[config.mk]
export PLATFORM = sky130hd
export DESIGN_NAME = mc_controller_flat
export DESIGN_NICKNAME = d
export VERILOG_FILES = /design/src/rtl/mc_controller_if.sv /design/src/rtl/mc_controller.sv /design/src/flat_wrapper.sv
export SDC_FILE = /design/constraint.sdc
export NUM_CORES = 1
export LEC_CHECK = 0
export ABC_AREA = 1
export BUFFER_PORTS_ARGS = -buffer_cell sky130_fd_sc_hd__buf_4
export CAP_MARGIN = 20
export CORE_UTILIZATION = 48
export DETAILED_ROUTE_END_ITERATION = 6
export GPL_ROUTABILITY_DRIVEN = 0
export PLACE_DENSITY = 0.9
export SLEW_MARGIN = 10
export SYNTH_ARGS = -nofsm -noshare
export SYNTH_HDL_FRONTEND = slang
export SYNTH_SLANG_ARGS = --single-unit
[constraint.sdc]
create_clock -name clk -period 3.3 [get_ports clk]
set_clock_uncertainty 0.2 [all_clocks]
set_input_delay 0.33 -clock clk [delete_from_list [all_inputs] [get_ports clk]]
set_output_delay 0.33 -clock clk [all_outputs]
set_load 0.01 [all_outputs]
[src/rtl/mc_controller_if.sv]
// rtl/mc_controller_if.sv - instruction-field inputs and datapath control bundle for mc_controller
interface mc_controller_if;
   logic [3:0] Op;
   logic [8:0] Func;
   logic       Zero;
   logic       AdrSrc;
   logic       MemWrite;
   logic       IRWrite;
   logic       RegWrite;
   logic       A3Src;
   logic       PCWrite;
   logic       OldPCWrite;
   logic       MDRWrite;
   logic       ResultSrc;
   logic       AWrite;
   logic       BWrite;
   logic [1:0] ALUSrcA;
   logic [1:0] ALUSrcB;
   logic [1:0] ImmSrc;
   logic [2:0] ALUControl;
   logic [1:0] PCSrc;

   modport master (
      input  Op, Func, Zero,
      output AdrSrc, MemWrite, IRWrite, RegWrite, A3Src, PCWrite, OldPCWrite,
             MDRWrite, ResultSrc, AWrite, BWrite, ALUSrcA, ALUSrcB, ImmSrc,
             ALUControl, PCSrc
   );

   modport slave (
      output Op, Func, Zero,
      input  AdrSrc, MemWrite, IRWrite, RegWrite, A3Src, PCWrite, OldPCWrite,
             MDRWrite, ResultSrc, AWrite, BWrite, ALUSrcA, ALUSrcB, ImmSrc,
             ALUControl, PCSrc
   );
endinterface

[src/rtl/mc_controller.sv]
// rtl/mc_controller.sv - multicycle Moore control FSM for the accumulator datapath; MC_CTRL_HALT_EN adds the HALT state
module mc_controller #(
   parameter int STATE_W = 4
) (
   input  logic               clk,
   input  logic               reset,
   mc_controller_if.master    bus,
   output logic               halted,
   output logic [STATE_W-1:0] state
);

   typedef enum logic [3:0] {
      S_FETCH   = 4'd0,
      S_DECODE  = 4'd1,
      S_MEM_RD  = 4'd2,
      S_LOAD_WB = 4'd3,
      S_MEM_WR  = 4'd4,
      S_JMP     = 4'd5,
      S_BR_EVAL = 4'd6,
      S_EXEC_C  = 4'd7,
      S_EXEC_I  = 4'd8,
`ifdef MC_CTRL_HALT_EN
      S_HALT    = 4'd10,
`endif
      S_ALU_WB  = 4'd9
   } state_t;

   state_t     r_state;
   state_t     w_next;
   logic       w_c_valid;
   logic [2:0] w_c_alu;
   logic       w_adr, w_memw, w_irw, w_regw, w_a3, w_pcw, w_oldpc, w_mdr, w_res, w_aw, w_bw;
   logic [1:0] w_srca, w_srcb, w_pcsrc;
   logic [2:0] w_alu;

   // Type-C ops are valid only with a single Func bit set, and that bit in [6:0].
   assign w_c_valid = (bus.Func[8:7] == 2'b00) && $onehot(bus.Func[6:0]);

   always_comb begin
      w_c_alu = 3'b000;
      if (bus.Func[0])      w_c_alu = 3'b101;
      else if (bus.Func[1]) w_c_alu = 3'b110;
      else if (bus.Func[2]) w_c_alu = 3'b000;
      else if (bus.Func[3]) w_c_alu = 3'b001;
      else if (bus.Func[4]) w_c_alu = 3'b010;
      else if (bus.Func[5]) w_c_alu = 3'b011;
      else if (bus.Func[6]) w_c_alu = 3'b100;
   end

   always_ff @(posedge clk or negedge reset) begin
      if (!reset) r_state <= S_FETCH;
      else        r_state <= w_next;
   end

   always_comb begin
      w_next  = r_state;
      w_adr   = 1'b0;
      w_memw  = 1'b0;
      w_irw   = 1'b0;
      w_regw  = 1'b0;
      w_a3    = 1'b0;
      w_pcw   = 1'b0;
      w_oldpc = 1'b0;
      w_mdr   = 1'b0;
      w_res   = 1'b0;
      w_aw    = 1'b0;
      w_bw    = 1'b0;
      w_srca  = 2'b00;
      w_srcb  = 2'b00;
      w_pcsrc = 2'b00;
      w_alu   = 3'b000;
      case (r_state)
         S_FETCH: begin
            w_irw = 1'b1; w_oldpc = 1'b1; w_pcw = 1'b1; w_srcb = 2'b01;
            w_next = S_DECODE;
         end
         S_DECODE: begin
            w_aw = 1'b1; w_bw = 1'b1;
            case (bus.Op)
               4'b0000: w_next = S_MEM_RD;
               4'b0001: w_next = S_MEM_WR;
               4'b0010: w_next = S_JMP;
               4'b0100: w_next = S_BR_EVAL;
               4'b1000: w_next = w_c_valid ? S_EXEC_C : S_FETCH;
               4'b1100, 4'b1101, 4'b1110, 4'b1111: w_next = S_EXEC_I;
`ifdef MC_CTRL_HALT_EN
               4'b0011: w_next = S_HALT;
`endif
               default: w_next = S_FETCH;
            endcase
         end
         S_MEM_RD:  begin w_adr = 1'b1; w_mdr = 1'b1; w_next = S_LOAD_WB; end
         S_LOAD_WB: begin w_res = 1'b1; w_regw = 1'b1; w_next = S_FETCH; end
         S_MEM_WR:  begin w_adr = 1'b1; w_memw = 1'b1; w_next = S_FETCH; end
         S_JMP:     begin w_pcsrc = 2'b01; w_pcw = 1'b1; w_next = S_FETCH; end
         S_BR_EVAL: begin
            w_srca = 2'b10; w_alu = 3'b101; w_pcsrc = 2'b10; w_pcw = bus.Zero;
            w_next = S_FETCH;
         end
         S_EXEC_C:  begin w_srca = 2'b10; w_alu = w_c_alu; w_next = S_ALU_WB; end
         S_EXEC_I:  begin
            w_srca = 2'b10; w_srcb = 2'b10; w_alu = {1'b0, bus.Op[1:0]};
            w_next = S_ALU_WB;
         end
         S_ALU_WB:  begin
            // MOVETO writes Ri from R0; every other op writes back to R0.
            w_regw = 1'b1;
            w_a3   = (bus.Op == 4'b1000) && bus.Func[0];
            w_next = S_FETCH;
         end
`ifdef MC_CTRL_HALT_EN
         S_HALT:    w_next = S_HALT;
`endif
         default:   w_next = S_FETCH;
      endcase
   end

   assign bus.AdrSrc     = reset & w_adr;
   assign bus.MemWrite   = reset & w_memw;
   assign bus.IRWrite    = reset & w_irw;
   assign bus.RegWrite   = reset & w_regw;
   assign bus.A3Src      = reset & w_a3;
   assign bus.PCWrite    = reset & w_pcw;
   assign bus.OldPCWrite = reset & w_oldpc;
   assign bus.MDRWrite   = reset & w_mdr;
   assign bus.ResultSrc  = reset & w_res;
   assign bus.AWrite     = reset & w_aw;
   assign bus.BWrite     = reset & w_bw;
   assign bus.ALUSrcA    = reset ? w_srca  : 2'b00;
   assign bus.ALUSrcB    = reset ? w_srcb  : 2'b00;
   assign bus.ImmSrc     = 2'b00;
   assign bus.ALUControl = reset ? w_alu   : 3'b000;
   assign bus.PCSrc      = reset ? w_pcsrc : 2'b00;
   assign state          = reset ? STATE_W'(r_state) : '0;
`ifdef MC_CTRL_HALT_EN
   assign halted         = reset && (r_state == S_HALT);
`else
   assign halted         = 1'b0;
`endif

endmodule

[src/flat_wrapper.sv]
// flat-port wrapper written by rule: the top's interface ports become plain ports
module mc_controller_flat 
#(
   parameter int STATE_W = 4
)
  (clk, reset, halted, state, bus_Op, bus_Func, bus_Zero, bus_AdrSrc, bus_MemWrite, bus_IRWrite, bus_RegWrite, bus_A3Src, bus_PCWrite, bus_OldPCWrite, bus_MDRWrite, bus_ResultSrc, bus_AWrite, bus_BWrite, bus_ALUSrcA, bus_ALUSrcB, bus_ImmSrc, bus_ALUControl, bus_PCSrc);
  mc_controller_if bus_i ();
  input  logic clk;
  input  logic reset;
  output logic halted;
  output logic [STATE_W-1:0] state;
  input wire logic [$bits(bus_i.Op)-1:0] bus_Op;
  input wire logic [$bits(bus_i.Func)-1:0] bus_Func;
  input wire logic [$bits(bus_i.Zero)-1:0] bus_Zero;
  output wire logic [$bits(bus_i.AdrSrc)-1:0] bus_AdrSrc;
  output wire logic [$bits(bus_i.MemWrite)-1:0] bus_MemWrite;
  output wire logic [$bits(bus_i.IRWrite)-1:0] bus_IRWrite;
  output wire logic [$bits(bus_i.RegWrite)-1:0] bus_RegWrite;
  output wire logic [$bits(bus_i.A3Src)-1:0] bus_A3Src;
  output wire logic [$bits(bus_i.PCWrite)-1:0] bus_PCWrite;
  output wire logic [$bits(bus_i.OldPCWrite)-1:0] bus_OldPCWrite;
  output wire logic [$bits(bus_i.MDRWrite)-1:0] bus_MDRWrite;
  output wire logic [$bits(bus_i.ResultSrc)-1:0] bus_ResultSrc;
  output wire logic [$bits(bus_i.AWrite)-1:0] bus_AWrite;
  output wire logic [$bits(bus_i.BWrite)-1:0] bus_BWrite;
  output wire logic [$bits(bus_i.ALUSrcA)-1:0] bus_ALUSrcA;
  output wire logic [$bits(bus_i.ALUSrcB)-1:0] bus_ALUSrcB;
  output wire logic [$bits(bus_i.ImmSrc)-1:0] bus_ImmSrc;
  output wire logic [$bits(bus_i.ALUControl)-1:0] bus_ALUControl;
  output wire logic [$bits(bus_i.PCSrc)-1:0] bus_PCSrc;
  assign bus_i.Op = bus_Op;
  assign bus_i.Func = bus_Func;
  assign bus_i.Zero = bus_Zero;
  assign bus_AdrSrc = bus_i.AdrSrc;
  assign bus_MemWrite = bus_i.MemWrite;
  assign bus_IRWrite = bus_i.IRWrite;
  assign bus_RegWrite = bus_i.RegWrite;
  assign bus_A3Src = bus_i.A3Src;
  assign bus_PCWrite = bus_i.PCWrite;
  assign bus_OldPCWrite = bus_i.OldPCWrite;
  assign bus_MDRWrite = bus_i.MDRWrite;
  assign bus_ResultSrc = bus_i.ResultSrc;
  assign bus_AWrite = bus_i.AWrite;
  assign bus_BWrite = bus_i.BWrite;
  assign bus_ALUSrcA = bus_i.ALUSrcA;
  assign bus_ALUSrcB = bus_i.ALUSrcB;
  assign bus_ImmSrc = bus_i.ImmSrc;
  assign bus_ALUControl = bus_i.ALUControl;
  assign bus_PCSrc = bus_i.PCSrc;
  mc_controller #(.STATE_W(STATE_W)) u_core (.clk(clk), .reset(reset), .bus(bus_i), .halted(halted), .state(state));
endmodule
==> out/summary.txt <==
RSZ-0062 raised after global routing - false
Max FO, Critical Path - 3
synthesized flop and latch total - 4
Slew Limit Fails - 0
Power Total - 0.496 mW
Gate power share - 68.8%
Place WS - 543 ps
Placeable Area - 0.00158 mm2
worst hold slack - 214 ps
largest net degree at the start of global routing - 14
min-delay worst type - input port to flip-flop
reg2reg setup slack - 1960 ps
via count of the first global-routing pass - 930
Area Growth Syn to Fin - 35.7%
FMAX - 398 MHz
share of layout cells above drive strength 1 - 33.9%
CTS Root Cell - clkbuf_4
Final min period - 2520 ps
Leak - 0.709 nW
DRT antenna net count - 0
Syn Area/Cell - 5.78 um2
Nets - 210
dpl hpwl - 1710 um
Setup Crit Path Kind - input port to flip-flop
max FFs per register - 4
first drt pass iteration count - 6
Largest regs - u_core.r_state: 4 flops
Mapped Area - 838 um2
DR WL/cell - 10.0 um
critical path startpoint - bus_Func[4]
Row Count - 14
# placed instances - 195
CTS buffer count - 3
failing checks - design-rule violations
Max Cap Viol - 0
PnR worst setup slack - 785 ps
crit start category - input port
Multi-input gate area - 564 um2
H-Tree Depth - 1
r2r startpoint - u_core.r_state[1]
DP Area - 0.00110 mm2
Switch Pwr - 0.248 mW
Seq/Total Area, Yosys - 11.9%
Die W - 43.8 um
first-pass GRT wire length - 3510 um
Vias per Instance - 4.89
Synth Warn # - 0
Internal - 0.248 mW
initial DRC count - 25
die outline height - 43.8 um
required time of the critical path - 3210 ps
Sink Count - 4
Total Routing Usage GR - 23.6%
Slowest Stage Delay on Critical Path - 510 ps
fillers - 150
antenna cell count - 0
CTS Buffer Depth - 2
Worst Hold Launch - bus_Op[2]
register area - 100 um2
DR vias - 974
P per Cell Area - 436 mW/mm2
CTS tree - yes
clock power share - 11.6%
Die Area - 0.00192 mm2
fin util - 72.1%
Arr. time, crit path - 2430 ps
Post-Syn Instances - 145
final instance area - 0.00114 mm2
Yosys cell types - 25
final cell count without fillers - 199
FF-to-FF End - u_core.r_state[3]
post-CTS setup buffers - 0
Top reg by flops - u_core.r_state
commonest non-fill, non-tap cell in the layout - buf_4
final hold violations - 0
R2R cell count - 5
global route total overflow - 0
final wirelength - 1990 um
worst-skew pair later-pin latency - 230 ps
final setup vio count - 0
Sw Ratio - 49.9%
Fin Setup TNS - 0 ps
Buffers on Ports - 38
initial antenna violation count - 0
Setup crit end - u_core.r_state[0]
outcome - finished, violations left
Initial Utilization - 53.2%
clk slew on worst S/H paths - 30 ps
Max VDD drop - 213 uV
num ports - 43
Worst setup EP type - flip-flop
slowest CP cell - fa_1
DRC viols - 7
cells along the critical path - buf_4, inv_1, ha_1, inv_1, fa_1, inv_1, ha_1, fa_1, inv_1, nand2_1, nor2_1, nand3_1, nand2_1, nand2_1, nand2_1
Sequential Power Share - 19.6%
Final period util - 76.2%
most frequent cells in the layout - buf_4 (38), nand2_1 (35), inv_1 (28), nor2_1 (22), inv_2 (8)
## critical path, delay by kind of cell
family | cells | cell delay (ps)
fa+ha+maj | 4 | 1460
buf+inv | 5 | 280
simple gates | 6 | 360
## power groups by stage
stage	combinational [mW]	sequential [mW]	clock, mW
2_1_floorplan	0.229	0.0910	0
3_3_place_gp	0.330	0.0941	0
3_5_place_dp	0.340	0.0961	0
4_1_cts	0.342	0.0959	0.0587
5_1_grt	0.381	0.0981	0.0627
6_report	0.341	0.0972	0.0574
## cells in the mapped netlist (all sizes together)
cell type | count | share of area (%)
inv | 36 | 16
dfrtp | 4 | 12
nor3 | 1 | 0.60
a21oi | 6 | 4.9
buf | 7 | 6.0
nand3 | 8 | 5.4
nor2 | 28 | 15
nor4 | 1 | 1.5
a21o | 1 | 0.90
ha | 6 | 9.0
a31oi | 1 | 0.75
o21ai | 3 | 1.8
fa | 3 | 7.2
o22ai | 1 | 0.75
nand4 | 1 | 0.75
conb | 1 | 0.45
nand2 | 37 | 17
## cell type report
class	instances	area share, %
inverter	36	11.9
timing repair buffer	39	26.0
clock buffer	3	1.98
sequential	4	8.80
tap	16	1.76
multi-input combinational	101	49.6
## cell families after synthesis
kind of cell             Yosys count  synth area share (%)
other                              1                 0.447
adder cells (fa/ha/maj)            9                  16.1
flip-flops                         4                  11.9
buffers and inverters             43                  22.1
AND/OR/NAND/NOR                   76                  40.3
AO/OA/AOI/OAI                     12                  9.11
## worst min path at each step
| stage | end | slack (ps) | cells after the start |
|---|---|---|---|
| 5_1_grt | u_core.r_state[3] | 240 | 3 |
| 3_3_place_gp | u_core.r_state[3] | -50 | 1 |
| 6_report | u_core.r_state[3] | 210 | 3 |
| 2_1_floorplan | u_core.r_state[0] | -170 | 0 |
| 4_1_cts | u_core.r_state[3] | 210 | 3 |
| 3_5_place_dp | u_core.r_state[0] | -50 | 1 |
## timing repair
item / CTS / global route
endpoints found under the hold margin: 4 / 0
resized for setup: 0 / 0
hold buffers: 1 / 0
## routing by layer
layer  track usage [%]  wire length, um  up-vias
met5                 0                0        -
met4              11.3               44        0
met3              1.25              129        6
met2              43.6              987       44
met1              27.4              829      426
li1                  -                -      498
Power figures use the tool's default switching activity.
